<file path="src/rtl/mbox_arbiter.sv">
//------------------------------------------------------------------------------
// mbox_arbiter: two-requester round-robin mailbox with credit and error flags.
// Optional MBOX_SRC_TAG_EN stores the requester id with each entry (rd_src).
// Revision: 1.0  initial release
//------------------------------------------------------------------------------
`default_nettype none

module mbox_arbiter #(
  parameter int WIDTH     = 32,
  parameter int DEPTH     = 8,
  parameter int PROG_FULL = 4
) (
  input  logic                         clk,
  input  logic                         reset_p,
  input  logic [WIDTH-1:0]             req0_data,
  input  logic                         req0_we,
  output logic                         req0_ready,
  input  logic [WIDTH-1:0]             req1_data,
  input  logic                         req1_we,
  output logic                         req1_ready,
  output logic [WIDTH-1:0]             rd_data,
  output logic                         rd_valid,
  input  logic                         rd_pop,
  output logic                         rd_src,
  output logic [$clog2(DEPTH+1)-1:0]   credit,
  output logic                         prog_full,
  output logic                         full,
  output logic                         err_drop,
  output logic                         err_underflow
);

  localparam int PTR_W = $clog2(DEPTH);
  localparam int CW    = $clog2(DEPTH+1);
`ifdef MBOX_SRC_TAG_EN
  localparam int ENTRY_W = WIDTH + 1;
`else
  localparam int ENTRY_W = WIDTH;
`endif
  localparam logic [CW-1:0] DEPTH_C = CW'(DEPTH);
  localparam logic [CW-1:0] PF_C    = CW'(PROG_FULL);

  logic               pend0_valid_q, pend0_valid_d;
  logic [WIDTH-1:0]   pend0_data_q,  pend0_data_d;
  logic               pend1_valid_q, pend1_valid_d;
  logic [WIDTH-1:0]   pend1_data_q,  pend1_data_d;
  logic               last_grant_q,  last_grant_d;
  logic [PTR_W-1:0]   wr_ptr_q,      wr_ptr_d;
  logic [PTR_W-1:0]   rd_ptr_q,      rd_ptr_d;
  logic [CW-1:0]      credit_q,      credit_d;
  logic               err_drop_q,    err_drop_d;
  logic               err_under_q,   err_under_d;
  logic [ENTRY_W-1:0] mem_q [DEPTH];
  logic [ENTRY_W-1:0] mem_wdata_d;

  logic             gnt_any;
  logic             gnt_src;
  logic             tie;
  logic             pop_ok;
  logic [WIDTH-1:0] gnt_data;

  always_comb begin
    pend0_valid_d = pend0_valid_q;
    pend0_data_d  = pend0_data_q;
    pend1_valid_d = pend1_valid_q;
    pend1_data_d  = pend1_data_q;
    last_grant_d  = last_grant_q;
    wr_ptr_d      = wr_ptr_q;
    rd_ptr_d      = rd_ptr_q;
    credit_d      = credit_q;
    err_drop_d    = err_drop_q;
    err_under_d   = err_under_q;

    // Grant decision uses registered credit, so a pop at credit 0 only frees a slot next cycle.
    tie      = pend0_valid_q & pend1_valid_q;
    gnt_any  = (credit_q != '0) & (pend0_valid_q | pend1_valid_q);
    gnt_src  = tie ? ~last_grant_q : pend1_valid_q;
    gnt_data = gnt_src ? pend1_data_q : pend0_data_q;
    pop_ok   = rd_pop & rd_valid;
`ifdef MBOX_SRC_TAG_EN
    mem_wdata_d = {gnt_src, gnt_data};
`else
    mem_wdata_d = gnt_data;
`endif

    if (gnt_any) begin
      wr_ptr_d = wr_ptr_q + PTR_W'(1);
      if (gnt_src) pend1_valid_d = 1'b0;
      else         pend0_valid_d = 1'b0;
      // The round-robin pointer only tracks tie winners.
      if (tie) last_grant_d = gnt_src;
    end

    if (req0_we) begin
      if (pend0_valid_q) err_drop_d = 1'b1;
      else begin
        pend0_valid_d = 1'b1;
        pend0_data_d  = req0_data;
      end
    end
    if (req1_we) begin
      if (pend1_valid_q) err_drop_d = 1'b1;
      else begin
        pend1_valid_d = 1'b1;
        pend1_data_d  = req1_data;
      end
    end

    if (pop_ok) rd_ptr_d = rd_ptr_q + PTR_W'(1);
    if (rd_pop & ~rd_valid) err_under_d = 1'b1;

    case ({gnt_any, pop_ok})
      2'b10:   credit_d = credit_q - CW'(1);
      2'b01:   credit_d = credit_q + CW'(1);
      default: credit_d = credit_q;
    endcase
  end

  always_ff @(posedge clk) begin
    if (reset_p) begin
      pend0_valid_q <= 1'b0;
      pend0_data_q  <= '0;
      pend1_valid_q <= 1'b0;
      pend1_data_q  <= '0;
      last_grant_q  <= 1'b1;
      wr_ptr_q      <= '0;
      rd_ptr_q      <= '0;
      credit_q      <= DEPTH_C;
      err_drop_q    <= 1'b0;
      err_under_q   <= 1'b0;
    end else begin
      pend0_valid_q <= pend0_valid_d;
      pend0_data_q  <= pend0_data_d;
      pend1_valid_q <= pend1_valid_d;
      pend1_data_q  <= pend1_data_d;
      last_grant_q  <= last_grant_d;
      wr_ptr_q      <= wr_ptr_d;
      rd_ptr_q      <= rd_ptr_d;
      credit_q      <= credit_d;
      err_drop_q    <= err_drop_d;
      err_under_q   <= err_under_d;
    end
  end

  always_ff @(posedge clk) begin
    if (!reset_p && gnt_any) mem_q[wr_ptr_q] <= mem_wdata_d;
  end

  assign req0_ready    = ~pend0_valid_q;
  assign req1_ready    = ~pend1_valid_q;
  assign rd_data       = mem_q[rd_ptr_q][WIDTH-1:0];
`ifdef MBOX_SRC_TAG_EN
  assign rd_src        = mem_q[rd_ptr_q][WIDTH];
`else
  assign rd_src        = 1'b0;
`endif
  assign credit        = credit_q;
  assign rd_valid      = (credit_q != DEPTH_C);
  assign full          = (credit_q == '0);
  assign prog_full     = ((DEPTH_C - credit_q) >= PF_C);
  assign err_drop      = err_drop_q;
  assign err_underflow = err_under_q;

endmodule

`default_nettype wire

</file>
<file path="config.mk">
export PLATFORM = sky130hd
export DESIGN_NAME = mbox_arbiter
export DESIGN_NICKNAME = d
export VERILOG_FILES = /design/src/rtl/mbox_arbiter.sv
export SDC_FILE = /design/constraint.sdc
export NUM_CORES = 1
export LEC_CHECK = 0
export ABC_AREA = 1
export BUFFER_PORTS_ARGS = -buffer_cell sky130_fd_sc_hd__buf_2
export CAP_MARGIN = 20
export CORE_ASPECT_RATIO = 1.25
export CORE_MARGIN = 8
export CORE_UTILIZATION = 34
export DETAILED_ROUTE_END_ITERATION = 6
export GPL_TIMING_DRIVEN = 0
export HOLD_SLACK_MARGIN = 0.08
export SLEW_MARGIN = 10
export SYNTH_ARGS = -nofsm -noshare
export SYNTH_HDL_FRONTEND = slang
export SYNTH_SLANG_ARGS = --single-unit
</file>
<file path="constraint.sdc">
create_clock -name clk -period 6 [get_ports clk]
set_clock_uncertainty 0.05 [all_clocks]
set_input_delay 0.9 -clock clk [delete_from_list [all_inputs] [get_ports clk]]
set_output_delay 0.9 -clock clk [all_outputs]
set_load 0.05 [all_outputs]
</file>
==> impl_metrics.py <==
metrics = {
    "die": {
        "die_w_um": 195,
        "die_height_um": 239,
        "core-area_um2": 39700,
        "initial_core_util_pct": 34.1,
        "dieArea_um2": 46600,
        "rows": 82,
        "ios": 113,
    },
    "sta": {
        "timing.fmax_mhz": 286,
        "fin_ws_ns": 2.51,
        "relSlewSlack_pct": 46.2,
        "drv_slew": 0,
        "final.period_utilization_pct": 58.2,
        "setup_violations": 0,
        "hold_viol": 0,
        "final.setup.tns_ns": 0,
        "tightestPinTransition_ns": 0.804,
        "post-route-min-period_ns": 3.49,
        "rsz0062_at_grt": "false",
    },
    "clocking": {
        "clkTransAtPathRegs_ns": 0.07,
        "cts_buffers": 30,
        "htreeDepth": 1,
        "cts_setup_buffers": 0,
        "cts_tree": "done",
        "cts_buffer_depth": 3,
        "post_cts_resized": 0,
        "cts_hold_buf": 0,
        "clock_latency_ns": 0.56,
        "clockRootBuffer": "clkbuf_16",
        "clkSinkCount": 338,
    },
    "synthesis": {
        "async_flop_share_pct": 0,
        "synth_area_leaders": "edfxtp_1 57%, dfxtp_1 12%, nor2_1 9.5%",
        "ys_seq_area_share_pct": 68.8,
        "synth_adder_area_share_pct": 0.609,
        "synthMuxAreaShare_pct": 0,
        "yosys.area_share.xor_xnor_pct": 0.258,
        "synth-simple-area-share_pct": 16.7,
        "synth_edf_count": 256,
        "yosys-top-cells-count": "342 x nor2_1, 256 x edfxtp_1, 202 x o21ai_0, 192 x nand2_1, 82 x dfxtp_1",
        "syn_nets": 1373,
        "yosysMostFrequentCell": "nor2_1",
        "synth_top_area_share_pct": 56.7,
        "avgSynthCellArea_um2": 10.4,
        "yosysTopAreaCell": "edfxtp_1",
        "synth-main-ff-cell": "edfxtp_1",
        "postSynthCellCount": 1298,
        "synth-seq-cells": 338,
        "ys_warn_count": 0,
        "synth_top_family_by_area": "simple AND/OR/NAND/NOR gates",
        "yosys.cell_types.count": 28,
        "synth_compound_area_share_pct": 9.89,
        "netlist_area_um2": 13600,
    },
    "worst_hold_path": {
        "hold_path_depth": 2,
        "holdCritStartpoint": "err_underflow",
        "worst_hold_path_type": "flip-flop to flip-flop",
        "whs_endpoint": "err_underflow",
    },
    "final_layout": {
        "num_antenna_cells": 0,
        "fin_nets": 1524,
        "drive_gt1_share_pct": 15.2,
        "syn_to_final_growth_pct": 18.1,
        "fin_area_um2": 16000,
        "fillers": 3759,
    },
    "routing": {
        "vias": 9575,
        "routed_wl_mm": 35.2,
        "drc_errors": 0,
        "drt_iter0_markers": 649,
        "ant_nets": 0,
        "vias_per_cell": 4.84,
        "wl_per_cell_um": 17.8,
        "first_pass_iters": 5,
    },
    "placed_design": {
        "post-place-ws_ns": 3.09,
        "finalWeightedCongestion": 0.791,
        "postPlaceCellArea_um2": 15000,
        "place_hpwl_mm": 25.1,
        "io_buffers": 111,
    },
    "critical_path": {
        "crit_fanout": 10,
        "r2r_end": "mem_q[4][10]",
        "critPathArrivalTime_ns": 2.54,
        "worstSetupPathType": "flip-flop to primary output",
        "startpoint_type": "flip-flop",
        "cp-end-kind": "primary output",
        "r2r_cells": 5,
        "reg2reg_slack_ns": 3.55,
        "cp.required_ns": 5.05,
        "r2r-start": "credit[0]",
    },
    "global_routing": {
        "grt_pass1_wl_mm": 54.2,
        "grt_pass1_vias": 9504,
        "grt_antenna_before_repair": 0,
        "grt_max_degree": 25,
        "busiest_layer": "met2",
        "grt_use_total_pct": 14.8,
        "grtUsageMet2_pct": 27.0,
        "grt-ovfl-total": 0,
        "grt_use_met1_pct": 17.7,
        "grt.met3_usage_pct": 2.12,
    },
    "pwr": {
        "power.density_nw_per_um2": 417,
        "p_leak_nw": 6.08,
        "vdd_drop_max_v": 0.000236,
    },
    "run_status": {
        "run_status": "complete, no violations",
    },
    "flow_run": {
        "max-cap-violations": 0,
    },
}
layout by cell type, fill, tap and decap left out:
master	count
conb_1	1
buf_2	132
edfxtp_1	256
buf_8	1
xor2_1	4
nand4_1	1
nand3b_1	2
fa_1	1
clkbuf_8	3
clkinv_1	6
buf_6	4
inv_2	2
clkbuf_1	36
buf_16	6
or2_2	1
inv_1	15
clkinvlp_4	1
a21oi_1	9
nor2_1	334
bufinv_16	3
ha_1	5
o21ai_1	57
buf_1	3
nand2_1	192
nor3_1	1
nand3_1	42
clkbuf_2	13
clkinv_2	2
nor2_4	8
clkinvlp_2	2
o21ai_0	202
dfxtp_1	82
buf_12	3
clkbuf_16	31
buf_4	10
nand3_2	2
sequential cells by signal (all words and copies together), names as in the netlist, 3 cells and up, named ones only:
name / cells
rd_ptr_q: 3
mem_q: 256
credit: 4
pend1_data_q: 32
pend0_data_q: 32
wr_ptr_q: 3
layer usage:
layer,routed length (um),part of all wire (%),vias to the layer above
met3,1890,5.4,49
met1,14700,42,4530
met4,967,2.7,0
met2,17700,50,269
met5,0,0,-
li1,-,-,4727
cell families (layout without fill, tap and decap cells):
family,count (synthesis),count (layout)
buf+inv,98,273
fa+ha+maj,6,6
xor+xnor,4,4
other cells,1,1
compound gates,268,268
flops,338,338
simple gates,583,583
worst max-delay path by stage:
| stage | endpoint | from | slack (ns) | cells past startpoint |
|---|---|---|---|---|
| after floorplan | mem_q[2][0] | reset_p | 2.91 | 4 |
| after CTS | rd_data[30] | flip-flop | 2.47 | 7 |
| after global routing | rd_data[26] | flip-flop | 2.24 | 7 |
| after global placement | mem_q[7][9] | reset_p | 1.31 | 4 |
| after detailed placement | rd_data[26] | flip-flop | 3.09 | 7 |
| final | rd_data[30] | flip-flop | 2.51 | 7 |
worst max-delay path, stage by stage, from the launching register on:
cell	delay [ns]
dfxtp_1	0.33
buf_2	0.29
clkbuf_1	0.46
o21ai_0	0.18
o21ai_0	0.18
nand2_1	0.06
nand2_1	0.17
buf_2	0.30
report_power, final:
group | leakage, nW | internal [W] | switching [W] | total, W
logic | 2.55 | 0.000507 | 0.00150 | 0.00201
registers | 3.04 | 0.00267 | 0.0000584 | 0.00273
clock network | 0.493 | 0.00112 | 0.000818 | 0.00194
cell type report:
cell class	instances	area, um^2	area share [%]
buffer	80	429	2.68
timing repair buffer	119	761	4.75
inverter	18	67.6	0.422
sequential	338	9330	58.3
tap	504	631	3.94
clock inverter	13	136	0.852
multi-input combinational	862	3790	23.7
clock buffer	43	860	5.37
per-stage QoR:
stage,cells,utilization (%),total power [W],hold WS (ns)
final,1977,40.3,0.00667,0.401
after global routing,1977,40.3,0.00700,0.425
after CTS,1977,40.3,0.00674,0.403
after detailed placement,1921,37.8,0.00481,0.393
after global placement,1913,37.1,0.00476,0.387
after floorplan,1298,-,0.00417,0.397
Power figures use the tool's default switching activity.
